$ cat config.mk
export PLATFORM = sky130hd
export DESIGN_NAME = fp_mul_exp_pipe
export DESIGN_NICKNAME = d
export VERILOG_FILES = /design/src/rtl/fp_mul_exp_pipe.sv
export SDC_FILE = /design/constraint.sdc
export NUM_CORES = 1
export LEC_CHECK = 0
export ABC_AREA = 1
export BUFFER_PORTS_ARGS = -buffer_cell sky130_fd_sc_hd__buf_2
export CORE_UTILIZATION = 53
export CTS_CLUSTER_SIZE = 16
export DETAILED_ROUTE_END_ITERATION = 12
export HOLD_SLACK_MARGIN = 0.05
export PLACE_DENSITY = 0.86
export SLEW_MARGIN = 20
export SYNTH_ARGS = -nofsm -noshare
export SYNTH_HDL_FRONTEND = slang
export SYNTH_SLANG_ARGS = --single-unit
$ cat constraint.sdc
create_clock -name clk -period 3.3 [get_ports clk]
set_input_delay 0.66 -clock clk [delete_from_list [all_inputs] [get_ports clk]]
set_output_delay 0.66 -clock clk [all_outputs]
set_load 0.005 [all_outputs]
$ cat src/rtl/fp_mul_exp_pipe.sv
// rtl/fp_mul_exp_pipe.sv - two-stage sign/exponent/class datapath for the FP multiplier
//
// Ports:
//   clk, rst         rising-edge clock, asynchronous active-high reset
//   in_valid/ready   operand handshake (in_ready is combinational from out_ready)
//   mul1, mul2       IEEE-754 style operands, FP_WIDTH bits each
//   out_valid/ready  result handshake (out_valid is a register)
//   result_sign      sign of mul1 XOR sign of mul2
//   result_exp       signed biased exponent sum before normalisation
//   exp_ovf/exp_unf  result_exp >= all-ones exponent / result_exp <= 0
//   res_zero/inf/nan special-result class, at most one set
module fp_mul_exp_pipe #(
  parameter  int EXP_WIDTH  = 8,
  parameter  int MANT_WIDTH = 23,
  localparam int FP_WIDTH   = 1 + EXP_WIDTH + MANT_WIDTH,
  localparam int BIAS       = (1 << (EXP_WIDTH - 1)) - 1
) (
  input  logic                        clk,
  input  logic                        rst,
  input  logic                        in_valid,
  output logic                        in_ready,
  input  logic [FP_WIDTH-1:0]         mul1,
  input  logic [FP_WIDTH-1:0]         mul2,
  output logic                        out_valid,
  input  logic                        out_ready,
  output logic                        result_sign,
  output logic signed [EXP_WIDTH+1:0] result_exp,
  output logic                        exp_ovf,
  output logic                        exp_unf,
  output logic                        res_zero,
  output logic                        res_inf,
  output logic                        res_nan
);

  localparam int RW = EXP_WIDTH + 2;
  localparam logic signed [RW-1:0] BIAS_R  = RW'(BIAS);
  localparam logic signed [RW-1:0] OVF_LIM = RW'((1 << EXP_WIDTH) - 1);

  typedef struct packed {
    logic zero;
    logic sub;
    logic inf;
    logic nan;
  } cls_t;

  function automatic cls_t classify(input logic [EXP_WIDTH-1:0] e,
                                    input logic [MANT_WIDTH-1:0] m);
    cls_t c;
    c.zero = (e == '0) && (m == '0);
    c.sub  = (e == '0) && (m != '0);
    c.inf  = (e == '1) && (m == '0);
    c.nan  = (e == '1) && (m != '0);
    return c;
  endfunction

  // Zero and subnormal operands both use exponent 1; since e==0 there, forcing
  // bit 0 high yields exactly 1 without a full-width mux.
  function automatic logic [EXP_WIDTH-1:0] eff_exp(input logic [EXP_WIDTH-1:0] e,
                                                   input cls_t c);
    logic [EXP_WIDTH-1:0] r;
    r    = e;
    r[0] = e[0] | c.zero | c.sub;
    return r;
  endfunction

  // Field decode
  logic [EXP_WIDTH-1:0]  e1, e2;
  logic [MANT_WIDTH-1:0] m1, m2;
  cls_t                  c1, c2;

  assign e1 = mul1[FP_WIDTH-2 -: EXP_WIDTH];
  assign e2 = mul2[FP_WIDTH-2 -: EXP_WIDTH];
  assign m1 = mul1[MANT_WIDTH-1:0];
  assign m2 = mul2[MANT_WIDTH-1:0];
  assign c1 = classify(e1, m1);
  assign c2 = classify(e2, m2);

  // Stage registers
  logic                 s1_valid, s2_valid;
  logic                 s1_sign;
  logic [EXP_WIDTH-1:0] s1_eff1, s1_eff2;
  logic                 s1_zero1, s1_inf1, s1_nan1;
  logic                 s1_zero2, s1_inf2, s1_nan2;

  logic s1_load, s2_load;

  assign s2_load   = !s2_valid || out_ready;
  assign s1_load   = !s1_valid || s2_load;
  assign in_ready  = s1_load;
  assign out_valid = s2_valid;

  // Stage-2 combinational results
  logic signed [RW-1:0] sum;
  logic                 nan_c, inf_c, zero_c;

  always_comb begin
    sum    = $signed({2'b00, s1_eff1}) + $signed({2'b00, s1_eff2}) - BIAS_R;
    // inf x zero is an invalid operation and therefore NaN
    nan_c  = s1_nan1 || s1_nan2 || (s1_inf1 && s1_zero2) || (s1_zero1 && s1_inf2);
    inf_c  = (s1_inf1 || s1_inf2) && !nan_c;
    zero_c = (s1_zero1 || s1_zero2) && !nan_c && !inf_c;
  end

  always_ff @(posedge clk or posedge rst) begin
    if (rst) begin
      s1_valid    <= 1'b0;
      s2_valid    <= 1'b0;
      s1_sign     <= 1'b0;
      s1_eff1     <= '0;
      s1_eff2     <= '0;
      s1_zero1    <= 1'b0;
      s1_inf1     <= 1'b0;
      s1_nan1     <= 1'b0;
      s1_zero2    <= 1'b0;
      s1_inf2     <= 1'b0;
      s1_nan2     <= 1'b0;
      result_sign <= 1'b0;
      result_exp  <= '0;
      exp_ovf     <= 1'b0;
      exp_unf     <= 1'b0;
      res_zero    <= 1'b0;
      res_inf     <= 1'b0;
      res_nan     <= 1'b0;
    end else begin
      if (s1_load) begin
        s1_valid <= in_valid;
      end
      if (in_valid && s1_load) begin
        s1_sign  <= mul1[FP_WIDTH-1] ^ mul2[FP_WIDTH-1];
        s1_eff1  <= eff_exp(e1, c1);
        s1_eff2  <= eff_exp(e2, c2);
        s1_zero1 <= c1.zero;
        s1_inf1  <= c1.inf;
        s1_nan1  <= c1.nan;
        s1_zero2 <= c2.zero;
        s1_inf2  <= c2.inf;
        s1_nan2  <= c2.nan;
      end

      if (s2_load) begin
        s2_valid <= s1_valid;
      end
      // Output registers move only on a stage-1 to stage-2 transfer, so they
      // hold steady while out_valid && !out_ready.
      if (s1_valid && s2_load) begin
        result_sign <= s1_sign;
        result_exp  <= sum;
        exp_ovf     <= (sum >= OVF_LIM);
        exp_unf     <= (sum <= 0);
        res_nan     <= nan_c;
        res_inf     <= inf_c;
        res_zero    <= zero_c;
      end
    end
  end

endmodule

==> metrics.yaml, run 1 <==
ir_drop_mv: 0.268
tightest_slew_ps: 549
largest_reg_flops: 10
wl_per_cell_um: 11.8
vias_per_cell: 5.13
synth_top_area_share_pct: 44.8
synth_cell_type_count: 24
worst_ep_required_time_ps: 3540
finClkSkew_ps: 5.59
grt_pass1_wl_mm: 8.31
tns_ps: 0
regArea_um2: 1030
cts_sinks: 41
cts_tree: "built"
final_common_cell: "nand2_1"
synth_area_leaders: "dfrtp_1, nand2_1, ha_1"
p_comb_share_pct: 37.4
instances_no_fill: 436
hpwl_mm: 4.20
place_inst: 429
top_register: "result_exp"
die_y_um: 67.7
cts-buffers-inserted: 5
cts_setup_buffers: 0
drive_above_1_share_pct: 26.2
setup_viol: 0
syn-instance-count: 298
critPathLaunchType: "register"
place_area_um2: 2770
cts_hold_buf: 0
power_w: 0.00160
ioPinCount: 86
portBuffers: 85
worstHoldPathType: "primary input to asynchronous set/reset pin"
final.period_utilization_pct: 65.6
cts.repair.resized: 0
p_int_w: 0.00103
setup_ws_ps: 1130
hold_viol: 0
cp-end-kind: "register"
grt-ovfl-total: 0
relSlewSlack_pct: 63.3
pwr-share-seq_pct: 41.7
fin_crit_ps: 2170
synth_top_cell_by_area: "dfrtp_1"
grt_setup_unrepaired: "no"
stdcell_area_um2: 2860
die_x_um: 67.7
fin_nets: 470
first_iter_violations: 86
worstSkewPairLatency_ps: 300
ys_ff_latch: 41
synth_fp_nets: 382
crit_type: "register to register"
num_antenna_cells: 0
p_sw_w: 0.000573
power_density_nw_per_um2: 561
area_growth_pct: 24.8
ys_seq_area_share_pct: 44.8
synth_area_um2: 2290
cts-htree-levels: 2
grt_max_degree: 42
drc: 0
status: "finished, final reports clean"
wirelength_mm: 5.16
fmax_mhz: 462
top_regs: "result_exp x10, s1_eff1 x8, s1_eff2 x8"
antenna_found_initial: 0
vias: 2238
clk_pin_slew_ps: 80
ys_warn_count: 0
firstDrtPassIters: 4
num_rows: 23
p_clk_share_pct: 20.9
p_sw_share_pct: 35.8
maxCapViolCount: 0
grt_pass1_vias: 1928
path_max_fanout: 4
globalplace.congestion: 0.830
layout_common_cells: "nand2_1, buf_2, dfrtp_1, inv_1, nor2_1"
n_fill_cell: 332
arrival_ps: 2400
detail-route-antenna-nets: 0
grt_usage_pct: 25.1
coreArea_um2: 4090
multiInputGateArea_um2: 1120
drv_slew: 0
p_leak_nw: 1.60
dieArea_um2: 4590
pre_cts_ws_ps: 1150
initial_core_util_pct: 56.0
ctsRootBufferMaster: "clkbuf_8"
clockBufferDepth: 2
postSynthAreaPerCell_um2: 7.68
## metal layers
layer	global-route usage, %	routed length, um	share of wire (%)
met1	28.9	2260	44
met3	7.26	316	6.1
met2	43.3	2510	49
met5	0	0	0
met4	9.84	73	1.4
## cell type report
cell class	instances	share of cell area (%)
clock buffers	6	2.89
clock inverters	1	0.263
inverters	32	4.20
multi-input cells	219	39.1
flip-flops and latches	41	35.9
well taps	50	2.19
repair buffers	87	15.4
## Yosys cell counts
library cell and n:
a21oi_1 5, a31oi_1 2, and2_0 1, and2_1 1
buf_2 3, clkbuf_1 3, dfrtp_1 41, fa_1 1
ha_1 15, inv_1 29, inv_2 3, nand2_1 98
nand2_2 3, nand3_1 14, nand3b_1 5, nand3b_2 1
nand4_1 3, nor2_1 28, nor3_1 4, nor4_1 12
o21ai_0 19, o21ai_1 5, or2_1 1, xnor2_1 1
## worst max-delay path, stage by stage (launching register included)
cell	delay [ps]
dfrtp_1	390
ha_1	310
ha_1	240
fa_1	430
inv_1	80
nand2_1	40
nand2_1	80
nand2_1	60
nor3_1	150
nand3_1	100
nor2_1	90
nand3_1	80
nand2_1	60
## logic make-up (layout without fill, tap and decap cells)
group	Yosys count	count (layout)	share of synthesized area (%)
AO/OA/AOI/OAI	31	31	6.88
XOR/XNOR	1	1	0.383
adder cells (fa/ha/maj)	16	16	9.07
buffers and inverters	38	126	6.39
flip-flops	41	41	44.8
AND/OR/NAND/NOR	171	171	32.5
## power by group through the flow
stage	logic [W]	clock network, W	registers, W
floorplan	0.000381	0	0.000680
global placement	0.000574	0	0.000672
detailed placement	0.000596	0	0.000680
CTS	0.000601	0.000343	0.000670
global route	0.000693	0.000366	0.000682
finish	0.000599	0.000335	0.000669
## path summary, 6_finish.rpt
kind                        startpoint            end  slack [ps]  cells after the start
min                                rst    result_sign         460                      3
max in group asynchronous          rst  result_exp[7]        2490                      3
max reg2reg                 s1_eff1[1]        exp_unf        1130                     12
max                         s1_eff1[1]        exp_unf        1130                     12
min in group clk           result_sign    result_sign         480                      2
min reg2reg                result_sign    result_sign         480                      2
## through the flow
stage / utilization (%) / hold slack (ps)
final: 69.9 / 464
after detailed placement: 67.7 / 460
after global routing: 69.9 / 513
after global placement: 67.7 / 458
after CTS: 69.9 / 480
after floorplan: - / 442
(Power assumes the default switching activity.)
==> inputs of run 2 (changes only) <==
- CORE_UTILIZATION: 53 -> 44
- PLACE_DENSITY: 0.86 -> 0.77
- clock period: 3.3 -> 1.9 ns (I/O delays scaled with it)
==> run 2 against run 1 <==
- the run now ends with negative setup slack left
- register-to-register slack worse by 1200 ps
- critical endpoint is now exp_ovf
- design area up 11%
- first-iteration DRC count down 14%
- largest cell class unchanged
- largest power group is now combinational cells
- sequential power up 76%
==> metrics.yaml, run 2 (synthesis results as in run 1) <==
status: "finished, violations left"
failed_checks: "negative setup slack"
cts-htree-levels: 2
route.met2.wl_mm: 2.51
dieArea_um2: 5500
crit_slowest_cell: "fa_2"
largest_reg_flops: 10
worstSkewPairLatency_ps: 290
fmax_mhz: 496
layout_common_cells: "nand2_1, buf_2, dfrtp_1, nor2_1, inv_1"
power_w: 0.00309
ir_drop_mv: 0.413
num_antenna_cells: 0
clk_pin_slew_ps: 70
wl_met3_um: 274
grt_usage_pct: 21.3
maxCapViolCount: 0
firstDrtPassIters: 4
die_y_um: 74.1
drc: 0
cp_cell_sequence: "ha_4, ha_4, fa_2, nand3b_1, nor2_1, nand3_1, nor2_1, nand3_1, nand2_1, nand2_1, nand2_1"
p_leak_nw: 1.67
worst_ep_required_time_ps: 2130
top_regs: "result_exp x10, s1_eff1 x8, s1_eff2 x8"
critPathMostFrequentCell: "nand2_1"
drive_above_1_share_pct: 35.3
top_layer: "met4"
portBuffers: 85
reg2regPathDepth: 11
vias_per_cell: 4.86
globalplace.congestion: 0.817
cts_tree: "built"
top_register: "result_exp"
initial_core_util_pct: 47.2
final.period_utilization_pct: 106
crit_type: "register to register"
cts-buffers-inserted: 5
clockBufferDepth: 2
r2r_start: "s1_eff1[1]"
ctsRootBufferMaster: "clkbuf_8"
detail-route-antenna-nets: 0
hold_viol: 0
critPathMaxStageDelay_ps: 540
arrival_ps: 2240
grt_pass1_wl_mm: 8.94
cts_sinks: 41
antenna_found_initial: 0
num_rows: 25
ioPinCount: 86
die_x_um: 74.1
drv_slew: 0
grt_max_degree: 42
setup_ws_ps: -115
coreArea_um2: 4850
fin_crit_ps: 2010
path_max_fanout: 2
path_delay_family: "adder cells"
finClkSkew_ps: 6.06
fin_hold_ws_ps: 195
cp-end-kind: "register"
regToRegSetupSlack_ps: -110
relSlewSlack_pct: 67.5
vias: 2267
fin_nets: 483
area_growth_pct: 38.3
worst-path-buf-inv: 0
m1WireLength_mm: 2.42
grt_setup_unrepaired: "yes"
power_density_nw_per_um2: 977
hpwl_mm: 4.10
worstHoldPathType: "primary input to asynchronous set/reset pin"
wirelength_mm: 5.31
worst-path-stages: 11
grt_pass1_vias: 2112
final_common_cell: "nand2_1"
wl_per_cell_um: 11.4
setup_viol: 2
tightest_slew_ps: 488
first_iter_violations: 74
grt-ovfl-total: 0
critPathLaunchType: "register"
reg2reg_to: "exp_ovf"
run 2: cell count changes in the layout (fill, tap and decap cells not counted), moves of 2 or more:
cell     delta
buf_4      +13
ha_1       -12
ha_4       +11
inv_1       -4
inv_2       +4
nand2_1     -7
nand2_2     +5
nand2_4     +2
run 2: worst max path at each step:
stage / end / startpoint
2_1_floorplan: exp_unf / s1_eff2[1]
3_3_place_gp: exp_unf / s1_eff2[1]
3_5_place_dp: exp_unf / s1_eff2[1]
4_1_cts: exp_ovf / s1_eff1[1]
5_1_grt: exp_ovf / s1_eff1[1]
6_report: exp_ovf / s1_eff1[1]
run 2: what timing repair did:
action / 4_1_cts / 5_1_grt
endpoints found under the setup margin: 5 / 5
gates resized for setup: 6 / 24
setup buffers: 3 / 2
hold buffers: 0 / 0
pin swaps: 2 / 12
run 2: layout make-up:
class	instances	area (um^2)
Fill cell	411	1680
Multi-Input combinational cell	219	1310
Sequential cell	41	1030
Timing Repair Buffer	100	538
Inverter	32	120
Tap cell	67	83.8
Clock buffer	6	82.6
Clock inverter	1	7.51
run 2: per-layer routing:
layer	vias to the layer above	GRT usage (%)
met2	78	37.5
met1	1002	26.1
met4	0	5.98
li1	1172	-
met5	-	0
met3	15	4.88
run 2: worst register-to-register path: stages, from the launching register on:
cell and delay, ps:
dfrtp_1 420, ha_4 270, ha_4 160, fa_2 540
nand3b_1 90, nor2_1 90, nand3_1 80, nor2_1 90
nand3_1 80, nand2_1 60, nand2_1 40, nand2_1 40
run 2: where the power goes:
group          internal, W  total [W]  switching (W)  leakage (nW)
clock network     0.000287   0.000568       0.000282        0.0433
logic             0.000651    0.00134       0.000691          1.12
registers          0.00106    0.00118       0.000122         0.507
run 2: per-stage QoR:
stage	area [um^2]	setup WS (ps)	instances	TNS [ps]	utilization, %
after floorplan	2290	-56.8	298	-102	-
after global placement	2850	-144	454	-253	58.8
after detailed placement	2850	-221	454	-493	58.8
after CTS	3020	-69.6	464	-97.7	62.2
after global routing	3170	-239	466	-500	65.3
final	3170	-115	466	-192	65.3
